## config.mk

```make
export PLATFORM = sky130hd
export DESIGN_NAME = branch_redirect_ctrl
export DESIGN_NICKNAME = d
export VERILOG_FILES = /design/src/rtl/branch_redirect_ctrl.sv
export SDC_FILE = /design/constraint.sdc
export NUM_CORES = 1
export LEC_CHECK = 0
export ABC_AREA = 1
export CORE_ASPECT_RATIO = 1.25
export CORE_UTILIZATION = 55
export DETAILED_ROUTE_END_ITERATION = 10
export DONT_BUFFER_PORTS = 1
export PLACE_DENSITY = 0.7
export SYNTH_ARGS = -nofsm -noshare
export SYNTH_HDL_FRONTEND = slang
export SYNTH_SLANG_ARGS = --single-unit
```

## constraint.sdc

```tcl
create_clock -name clk_in -period 2.4 [get_ports clk_in]
set_input_delay 0.48 -clock clk_in [delete_from_list [all_inputs] [get_ports clk_in]]
set_output_delay 0.48 -clock clk_in [all_outputs]
set_load 0.03 [all_outputs]
```

## src/rtl/branch_redirect_ctrl.sv

```systemverilog
// branch_redirect_ctrl: branch redirect handshake, flush window and misaligned-target trap (BRANCH_STATS_EN adds taken/stall counters)
module branch_redirect_ctrl #(
  parameter int unsigned FLUSH_CYCLES = 2
) (
  input  logic        clk_in,
  input  logic        rst_in,
  input  logic        valid_in,
  input  logic        branch_taken_in,
  input  logic [31:0] target_in,
  input  logic        stall_in,
  input  logic        imem_ready_in,
  output logic        redirect_valid_out,
  output logic [31:0] redirect_pc_out,
  output logic        flush_out,
  output logic        busy_out,
  output logic        misaligned_out,
  output logic [31:0] misaligned_addr_out
`ifdef BRANCH_STATS_EN
  ,
  output logic [31:0] taken_count_out,
  output logic [31:0] redirect_stall_count_out
`endif
);
  typedef enum logic [1:0] {IDLE, REDIRECT, FLUSH} state_t;
  state_t state, state_nx;
  logic [3:0] cnt, cnt_nx;
  logic take, go;
  assign take = state == IDLE && valid_in && branch_taken_in && !stall_in;
  assign go = take && target_in[1:0] == 2'b00;
  assign busy_out = state != IDLE;
  assign flush_out = state != IDLE;
  always_comb begin
    state_nx = state;
    cnt_nx = cnt;
    case (state)
      IDLE: state_nx = go ? REDIRECT : IDLE;
      REDIRECT: if (imem_ready_in) begin
        state_nx = FLUSH_CYCLES == 1 ? IDLE : FLUSH;
        cnt_nx = 4'(FLUSH_CYCLES - 1);
      end
      FLUSH: begin
        state_nx = cnt == 4'd1 ? IDLE : FLUSH;
        cnt_nx = cnt - 4'd1;
      end
      default: state_nx = IDLE;
    endcase
  end
  always_ff @(posedge clk_in) begin
    if (rst_in) begin
      state <= IDLE;
      cnt <= '0;
      redirect_valid_out <= 1'b0;
      redirect_pc_out <= '0;
      misaligned_out <= 1'b0;
      misaligned_addr_out <= '0;
    end else begin
      state <= state_nx;
      cnt <= cnt_nx;
      redirect_valid_out <= state_nx == REDIRECT;
      redirect_pc_out <= go ? target_in : redirect_pc_out;
      misaligned_out <= take && !go;
      misaligned_addr_out <= take && !go ? target_in : misaligned_addr_out;
    end
  end
`ifdef BRANCH_STATS_EN
  always_ff @(posedge clk_in) begin
    if (rst_in) begin
      taken_count_out <= '0;
      redirect_stall_count_out <= '0;
    end else begin
      taken_count_out <= taken_count_out + 32'(go);
      redirect_stall_count_out <= redirect_stall_count_out + 32'(state == REDIRECT && !imem_ready_in);
    end
  end
`endif
endmodule

```

==> impl_metrics.env, run 1 <==
export IMPL_outcome="complete, no violations"
export IMPL_relSlewSlack=0.550
export IMPL_num_vias=2383
export IMPL_n_antenna_cell=0
export IMPL_place_congestion=0.739
export IMPL_finalHoldViolations=0
export IMPL_antenna_found_initial=0
export IMPL_synth_compound_area_share=0.0116
export IMPL_route_met3_wl_um=581
export IMPL_stdcell_area_um2=3160
export IMPL_layout_commonest_cell="nand2_1"
export IMPL_routed_wl_met2_um=2600
export IMPL_synthTopCellsByArea="dfxtp_1 (48%), nand2_1 (17%), nor2_1 (16%)"
export IMPL_nFillCells=511
export IMPL_rsz0062_at_grt="no"
export IMPL_syn_inst=451
export IMPL_yosysSeqAreaShare=0.478
export IMPL_slew_viol_final=0
export IMPL_via_per_inst=4.66
export IMPL_multi_input_area_um2=1160
export IMPL_cts_htree_levels=3
export IMPL_fin_nets=484
export IMPL_critPathRequiredTime_ns=1.92
export IMPL_drt_iter0_markers=116
export IMPL_synth_simple_gate_area_frac=0.363
export IMPL_dieArea_um2=5780
export IMPL_die_x_um=68.2
export IMPL_grt_max_degree=65
export IMPL_core_area_um2=5190
export IMPL_start_util=0.581
export IMPL_fmax_ghz=0.574
export IMPL_routed_wl_um=5570
export IMPL_worstPathArrival_ns=1.26
export IMPL_period_needed_ns=1.74
export IMPL_yosysTopAreaCell="dfxtp_1"
export IMPL_m1WireLength_um=2300
export IMPL_place_area_um2=2980
export IMPL_postCtsResizedCells=0
export IMPL_max_cap_violations=0
export IMPL_ys_seq_elements=72
export IMPL_antenna_left=0
export IMPL_syn_num_nets=491
export IMPL_synth_distinct_cells=18
export IMPL_clkTransAtPathRegs_ns=0.07
export IMPL_post_route_period_util=0.726
export IMPL_cts_buffers=9
export IMPL_final_cell_mix="nand2_1 (137), nor2_1 (125), inv_1 (72), dfxtp_1 (72), clkbuf_8 (9)"
export IMPL_crit_chain="nor2_4, inv_1"
export IMPL_grt_first_pass_wirelength_um=9340
export IMPL_worst_path_max_fanout=5
export IMPL_path_class="reg -> out"
export IMPL_drc=0
export IMPL_drive_gt1_frac=0.0468
export IMPL_syn2layout_area_growth_pct=4.98
export IMPL_finalSetupTns_ns=0
export IMPL_synth_top_family_by_area="simple AND/OR/NAND/NOR gates"
export IMPL_clk_latency_ns=0.34
export IMPL_clock_sinks=72
export IMPL_powerDensity_nw_per_um2=742
export IMPL_grt_pass1_vias=2238
export IMPL_port_buffers=0
export IMPL_setup_viol=0
export IMPL_cp_slowest_cell="dfxtp_1"
export IMPL_synth_top_area_frac=0.478
export IMPL_grt_overflow_total=0
export IMPL_syn_area_per_cell_um2=6.68
export IMPL_slowest_delay_ns=0.44
export IMPL_synth_warning_count=0
export IMPL_wl_per_cell_um=10.9
export IMPL_synthAdderAreaFrac=0.00830
export IMPL_post_cts_buffers=0
export IMPL_ir_drop_v=0.000398
export IMPL_pre_cts_ws_ns=0.641
export IMPL_critPathLaunchType="flop"
export IMPL_synth_mux_area_frac=0
export IMPL_cts_hold_buf=0
export IMPL_die_height_um=84.8
export IMPL_register_area_um2=1440
export IMPL_drt_first_pass_iters=4
export IMPL_synth_area_um2=3010
export IMPL_setup_ws_ns=0.658
export IMPL_cp_end_kind="output pin"
export IMPL_track_usage=0.212
export IMPL_root_buffer="clkbuf_8"
export IMPL_maxUsedRoutingLayer="met4"
export IMPL_synthXorXnorAreaFrac=0.00291
export IMPL_cts_tree="done"
export IMPL_p_leak_uw=0.00172
export IMPL_dp_hpwl_um=3660
export IMPL_worst_hold_slack_ns=0.203
export IMPL_num_rows=29
export IMPL_hold_path_class="in -> reg"
export IMPL_fin_skew_ns=0.00630
export IMPL_clock_path_buffers=2
export IMPL_tightest_slew_ns=0.674
export IMPL_ioPinCount=106
-- final cells by class --
| cell class | instances | share of cell area |
|---|---|---|
| inverter | 73 | 0.0866 |
| clock buffer | 12 | 0.0427 |
| clock inverter | 4 | 0.0142 |
| tap | 62 | 0.0245 |
| sequential | 72 | 0.456 |
| timing repair buffer | 2 | 0.00870 |
| multi-input combinational | 286 | 0.368 |
-- worst max-delay path: cells and delay by family, from the launching register on --
kind	cells	cell delay (ns)
flops	1	0.44
buf+inv	1	0.39
simple gates	1	0.10
-- layer usage --
layer | GRT usage | vias to the layer above
li1 | - | 1274
met1 | 0.228 | 1023
met2 | 0.355 | 79
met3 | 0.0924 | 7
met4 | 0.0795 | 0
met5 | 0 | -
-- power breakdown --
part	switching, uW	internal, uW	total, uW	leakage, uW
Sequential	98.7	1230	1330	0.000584
Combinational	81.2	41.9	123	0.00104
Clock	416	476	892	0.0000941
Total	596	1750	2350	0.00172
-- final timing paths --
kind / from / end / slack (ns) / depth (start not counted)
max: state[0] / flush_out / 0.66 / 2
max reg2reg: state[0] / misaligned_addr_out[17] / 0.81 / 4
min reg2reg: cnt[1] / cnt[1] / 0.47 / 2
min: rst_in / state[0] / 0.20 / 1
-- state kept, by name (all words and copies together) (netlist names) --
name,cells
cnt,4
misaligned_addr_out,32
misaligned_out,1
redirect_pc_out,32
redirect_valid_out,1
state,2
-- cells in the mapped netlist, drive strengths merged --
cell    count
ha          2
inv        73
nor2      127
a21oi       7
nand3b      1
dfxtp      72
nor3        1
or2         1
clkbuf      4
buf        16
nand2     137
xor2        1
nand3       9
-- metrics by stage --
step           instances  utilization  power [uW]
3_3_place_gp         495        0.575        1480
3_5_place_dp         495        0.575        1480
2_1_floorplan        451            -        1470
6_report             511        0.610        2350
5_1_grt              511        0.610        2450
4_1_cts              511        0.610        2380
-- logic make-up (layout without fill, tap and decap cells) --
logic type | count (synthesis) | count (layout)
AO/OA/AOI/OAI | 7 | 7
XOR/XNOR | 1 | 1
buffers and inverters | 93 | 91
adder cells (fa/ha/maj) | 2 | 2
AND/OR/NAND/NOR | 276 | 276
flip-flops | 72 | 72
(Power assumes the default switching activity.)
==> run 2, diff against run 1 <==
clock period = 1.8 ns   (was 2.4 ns; I/O delays follow)
==> run 2 against run 1 <==
Net effect: clock skew rose by 0.0017 ns; sequential share of layout area rose by 0.13 points; first-iteration DRC count fell by 10%; via count fell by 0.88%; clock power rose by 15%; register-to-register slack got worse by 0.26 ns; core utilization fell by 0.17 points; highest routed layer unchanged; hold slack got worse by 0.11 ns; final area fell by 0.28%; die area did not move; cell count rose by 0.59%.
==> impl_metrics.env, run 2 (synthesized netlist as in run 1, its figures left out) <==
export IMPL_crit_chain="nor2_4, inv_1"
export IMPL_via_per_inst=4.60
export IMPL_port_buffers=0
export IMPL_postCtsResizedCells=0
export IMPL_dieArea_um2=5780
export IMPL_stdcell_count=514
export IMPL_num_rows=29
export IMPL_worstPathArrival_ns=1.23
export IMPL_clkTransAtPathRegs_ns=0.06
export IMPL_drt_iter0_markers=104
export IMPL_antenna_left=0
export IMPL_cp_end_kind="output pin"
export IMPL_final_cell_mix="nand2_1 (137), nor2_1 (125), inv_1 (72), dfxtp_1 (72), clkbuf_8 (9)"
export IMPL_cts_buffers=9
export IMPL_p_leak_uw=0.00171
export IMPL_dp_cells=499
export IMPL_path_class="reg -> out"
export IMPL_syn2layout_area_growth_pct=4.69
export IMPL_track_usage=0.204
export IMPL_start_util=0.581
export IMPL_cts_hold_buf=0
export IMPL_clock_sinks=72
export IMPL_cp_slowest_cell="dfxtp_1"
export IMPL_post_route_period_util=0.884
export IMPL_post_cts_buffers=0
export IMPL_drt_first_pass_iters=4
export IMPL_root_buffer="clkbuf_8"
export IMPL_r2r_end="redirect_pc_out[26]"
export IMPL_n_antenna_cell=0
export IMPL_fin_nets=488
export IMPL_cts_htree_levels=3
export IMPL_nFillCells=522
export IMPL_rsz0062_at_grt="no"
export IMPL_critPathRequiredTime_ns=1.44
export IMPL_ff2ff_setup_slack_ns=0.55
export IMPL_relSlewSlack=0.666
export IMPL_tightest_slew_ns=0.501
export IMPL_reg2reg_depth=6
export IMPL_slowest_delay_ns=0.43
export IMPL_worst_hold_slack_ns=0.0901
export IMPL_setup_viol=0
export IMPL_die_height_um=84.8
export IMPL_min_to="misaligned_addr_out[1]"
export IMPL_clock_path_buffers=2
export IMPL_die_x_um=68.2
export IMPL_clk_latency_ns=0.33
export IMPL_drc=0
export IMPL_max_cap_violations=0
export IMPL_num_vias=2362
export IMPL_finalSetupTns_ns=0
export IMPL_cts_tree="done"
export IMPL_ioPinCount=106
export IMPL_timing_rr_start="state[0]"
export IMPL_holdPathStages=1
export IMPL_grt_max_degree=38
export IMPL_grt_pass1_vias=2160
export IMPL_wl_per_cell_um=10.9
export IMPL_period_needed_ns=1.59
export IMPL_antenna_found_initial=0
export IMPL_grt_overflow_total=0
export IMPL_ir_drop_v=0.000592
export IMPL_worst_path_max_fanout=5
export IMPL_powerDensity_nw_per_um2=941
export IMPL_dp_hpwl_um=3840
export IMPL_reg_largest_list="misaligned_addr_out x32, redirect_pc_out x32, cnt x4"
export IMPL_layout_commonest_cell="nand2_1"
export IMPL_routed_wl_um=5600
export IMPL_crit_start="state[0]"
export IMPL_hold_path_class="in -> reg"
export IMPL_outcome="complete, no violations"
export IMPL_drive_gt1_frac=0.0553
export IMPL_grt_first_pass_wirelength_um=8910
export IMPL_critPathLaunchType="flop"
export IMPL_place_congestion=0.724
export IMPL_hold_path_startpoint="rst_in"
export IMPL_place_area_um2=3000
export IMPL_slew_viol_final=0
export IMPL_fmax_ghz=0.628
export IMPL_fin_skew_ns=0.00804
export IMPL_stdcell_area_um2=3160
export IMPL_core_area_um2=5190
export IMPL_finalHoldViolations=0
run 2: changes by cell type in the layout (fill, tap and decap cells not counted):
cell / delta
buf_12: -1
buf_4: +5
bufinv_16: -1
clkbuf_1: -1
clkinvlp_4: +1
run 2: worst max-delay path by stage:
| stage | to |
|---|---|
| global route | busy_out |
| floorplan | flush_out |
| detailed placement | flush_out |
| finish | flush_out |
| CTS | flush_out |
| global placement | flush_out |
run 2: layer usage:
metal / vias to the layer above / part of all wire / global-route usage / wire length (um)
met5: - / 0 / 0 / 0
met4: 0 / 0.023 / 0.116 / 127
met3: 12 / 0.10 / 0.0815 / 575
met2: 79 / 0.46 / 0.340 / 2550
met1: 990 / 0.42 / 0.208 / 2350
li1: 1281 / - / - / -
run 2: worst max-delay path, delay by kind of cell (launching register included):
kind | cells | cell delay (ns)
buf+inv | 1 | 0.39
flops | 1 | 0.43
simple gates | 1 | 0.09
run 2: through the flow:
| step | setup slack, ns | utilization | power, uW |
|---|---|---|---|
| 2_1_floorplan | 0.531 | - | 1950 |
| 3_3_place_gp | 0.565 | 0.578 | 1970 |
| 3_5_place_dp | 0.553 | 0.578 | 1980 |
| 4_1_cts | 0.186 | 0.608 | 3000 |
| 5_1_grt | 0.152 | 0.608 | 3090 |
| 6_report | 0.209 | 0.608 | 2970 |
run 2: where the power goes:
| part | internal (uW) | leakage (uW) | total [uW] | switching, uW |
|---|---|---|---|---|
| Combinational | 55.5 | 0.00105 | 164 | 109 |
| Sequential | 1640 | 0.000584 | 1780 | 132 |
| Clock | 486 | 0.0000789 | 1030 | 541 |
run 2: final cells by class:
cell class              count  area, um2  area share
multi-input cells         286       1160       0.369
well taps                  62       77.6      0.0246
inverters                  73        274      0.0868
flip-flops and latches     72       1440       0.457
clock inverters             4       22.5     0.00714
clock buffers              11        131      0.0416
repair buffers              6       45.0      0.0143
==> run 3, diff against run 2 <==
clock period = 2 ns   (was 1.8 ns; I/O delays follow)
==> run 3 against run 2 <==
Net effect: wire length increased by 0.71%; sequential share of layout area decreased by 0.50 points; critical path depth unchanged; sequential power decreased by 10%; die area unchanged; clock skew decreased by 0.0033 ns; register-to-register slack got worse by 0.15 ns; setup slack improved by 0.14 ns; count of clock-buffer cells in the layout increased by 2; core utilization increased by 0.68 points; critical path type unchanged; largest power group unchanged.
==> impl_metrics.env, run 3 (synthesized netlist as in run 1, its figures left out) <==
export IMPL_post_route_period_util=0.826
export IMPL_drive_gt1_frac=0.0511
export IMPL_min_to="state[0]"
export IMPL_post_cts_buffers=0
export IMPL_reg_largest_list="misaligned_addr_out x32, redirect_pc_out x32, cnt x4"
export IMPL_ioPinCount=106
export IMPL_final_cell_mix="nand2_1 (137), nor2_1 (125), inv_1 (72), dfxtp_1 (72), clkbuf_8 (11)"
export IMPL_layout_commonest_cell="nand2_1"
export IMPL_wl_per_cell_um=11.0
export IMPL_powerDensity_nw_per_um2=905
export IMPL_met3_usage=0.0774
export IMPL_num_rows=29
export IMPL_rsz0062_at_grt="no"
export IMPL_start_util=0.581
export IMPL_clock_path_buffers=2
export IMPL_nFillCells=484
export IMPL_r2r_end="redirect_pc_out[11]"
export IMPL_outcome="complete, no violations"
export IMPL_pre_cts_ws_ns=0.310
export IMPL_worst_path_max_fanout=5
export IMPL_die_x_um=68.2
export IMPL_syn2layout_area_growth_pct=5.85
export IMPL_tightest_slew_ns=0.674
export IMPL_hold_path_startpoint="rst_in"
export IMPL_clk_latency_ns=0.33
export IMPL_period_needed_ns=1.65
export IMPL_fin_skew_ns=0.00475
export IMPL_track_usage=0.213
export IMPL_power_uw=2890
export IMPL_cp_slowest_cell="dfxtp_1"
export IMPL_antenna_left=0
export IMPL_cp_end_kind="output pin"
export IMPL_critPathLaunchType="flop"
export IMPL_dieArea_um2=5780
export IMPL_crit_chain="nor2_4, inv_1"
export IMPL_hold_path_class="in -> reg"
export IMPL_drt_iter0_markers=112
export IMPL_antenna_found_initial=0
export IMPL_gr_max_usage_layer="met2"
export IMPL_relSlewSlack=0.550
export IMPL_max_cap_violations=0
export IMPL_port_buffers=0
export IMPL_core_area_um2=5190
export IMPL_grt_first_pass_wirelength_um=9400
export IMPL_via_per_inst=4.62
export IMPL_slew_viol_final=0
export IMPL_multi_input_area_um2=1160
export IMPL_post_route_util=0.615
export IMPL_grt_max_degree=65
export IMPL_path_delay_family="flip-flops"
export IMPL_critPathBufInv=1
export IMPL_die_height_um=84.8
export IMPL_worstPathArrival_ns=1.25
export IMPL_path_class="reg -> out"
export IMPL_routed_wl_um=5640
export IMPL_fmax_ghz=0.605
export IMPL_grt_overflow_total=0
export IMPL_place_congestion=0.735
export IMPL_finalHoldViolations=0
export IMPL_ff2ff_setup_slack_ns=0.40
export IMPL_power_switching_uw=714
export IMPL_timing_rr_start="state[0]"
export IMPL_seq_power_share=0.554
export IMPL_register_area_um2=1440
export IMPL_drt_first_pass_iters=4
export IMPL_comb_power_share=0.052
export IMPL_cts_buffers=9
export IMPL_dp_hpwl_um=3810
export IMPL_swShare=0.247
export IMPL_grt_pass1_vias=2236
export IMPL_setup_ws_ns=0.347
export IMPL_root_buffer="clkbuf_8"
export IMPL_ir_drop_v=0.000584
export IMPL_grt_use_met2=0.353
export IMPL_holdPathStages=1
export IMPL_finalSetupTns_ns=0
export IMPL_fin_nets=485
export IMPL_num_vias=2367
export IMPL_drc=0
export IMPL_postCtsResizedCells=0
export IMPL_p_leak_uw=0.00173
export IMPL_p_clk_frac=0.395
export IMPL_cts_tree="done"
export IMPL_internal_power_uw=2170
export IMPL_reg2reg_depth=4
export IMPL_clkTransAtPathRegs_ns=0.07
export IMPL_grtUsageMet1=0.232
export IMPL_n_antenna_cell=0
export IMPL_setup_viol=0
export IMPL_clock_sinks=72
export IMPL_critPathRequiredTime_ns=1.60
export IMPL_cts_htree_levels=3
export IMPL_slowest_delay_ns=0.43
export IMPL_cts_hold_buf=0
## run 3: layout make-up
type	instances	area share
clock buffer	13	0.0498
clock inverter	3	0.0125
inverter	73	0.0859
multi-input combinational	286	0.365
sequential	72	0.452
tap	62	0.0243
timing repair buffer	3	0.0110
## run 3: worst reg2reg max path, stage by stage (launching register included)
cell and delay [ns]:
dfxtp_1 0.36, nor2_4 0.20, nand3_4 0.52, nor2_1 0.33, nor2_1 0.07
## run 3: worst max-delay path by stage
stage | to | slack [ns] | start | cells after the start
after floorplan | flush_out | 0.69 | state[0] | 3
after global placement | redirect_pc_out[30] | 0.40 | branch_taken_in | 5
after detailed placement | redirect_pc_out[11] | 0.31 | branch_taken_in | 5
after CTS | flush_out | 0.33 | state[0] | 2
after global routing | redirect_pc_out[28] | 0.23 | state[0] | 5
final | flush_out | 0.35 | state[0] | 2
## run 3: power groups by stage
stage,clock [uW],combinational (uW),sequential (uW)
finish,1140,149,1600
global route,1230,181,1610
CTS,1170,151,1600
detailed placement,0,150,1630
global placement,0,144,1630
floorplan,0,136,1620
## run 3: stage by stage
stage	hold slack (ns)	cell area (um2)	cells
after global routing	0.112	3190	512
final	0.128	3190	512
after detailed placement	0.473	2990	496
after CTS	0.113	3190	512
after global placement	0.466	2990	496
after floorplan	0.452	3010	451
## run 3: per-layer routing
metal	up-vias	share of wire
li1	1278	-
met1	1007	0.44
met2	75	0.46
met3	7	0.090
met4	0	0.017
met5	-	0
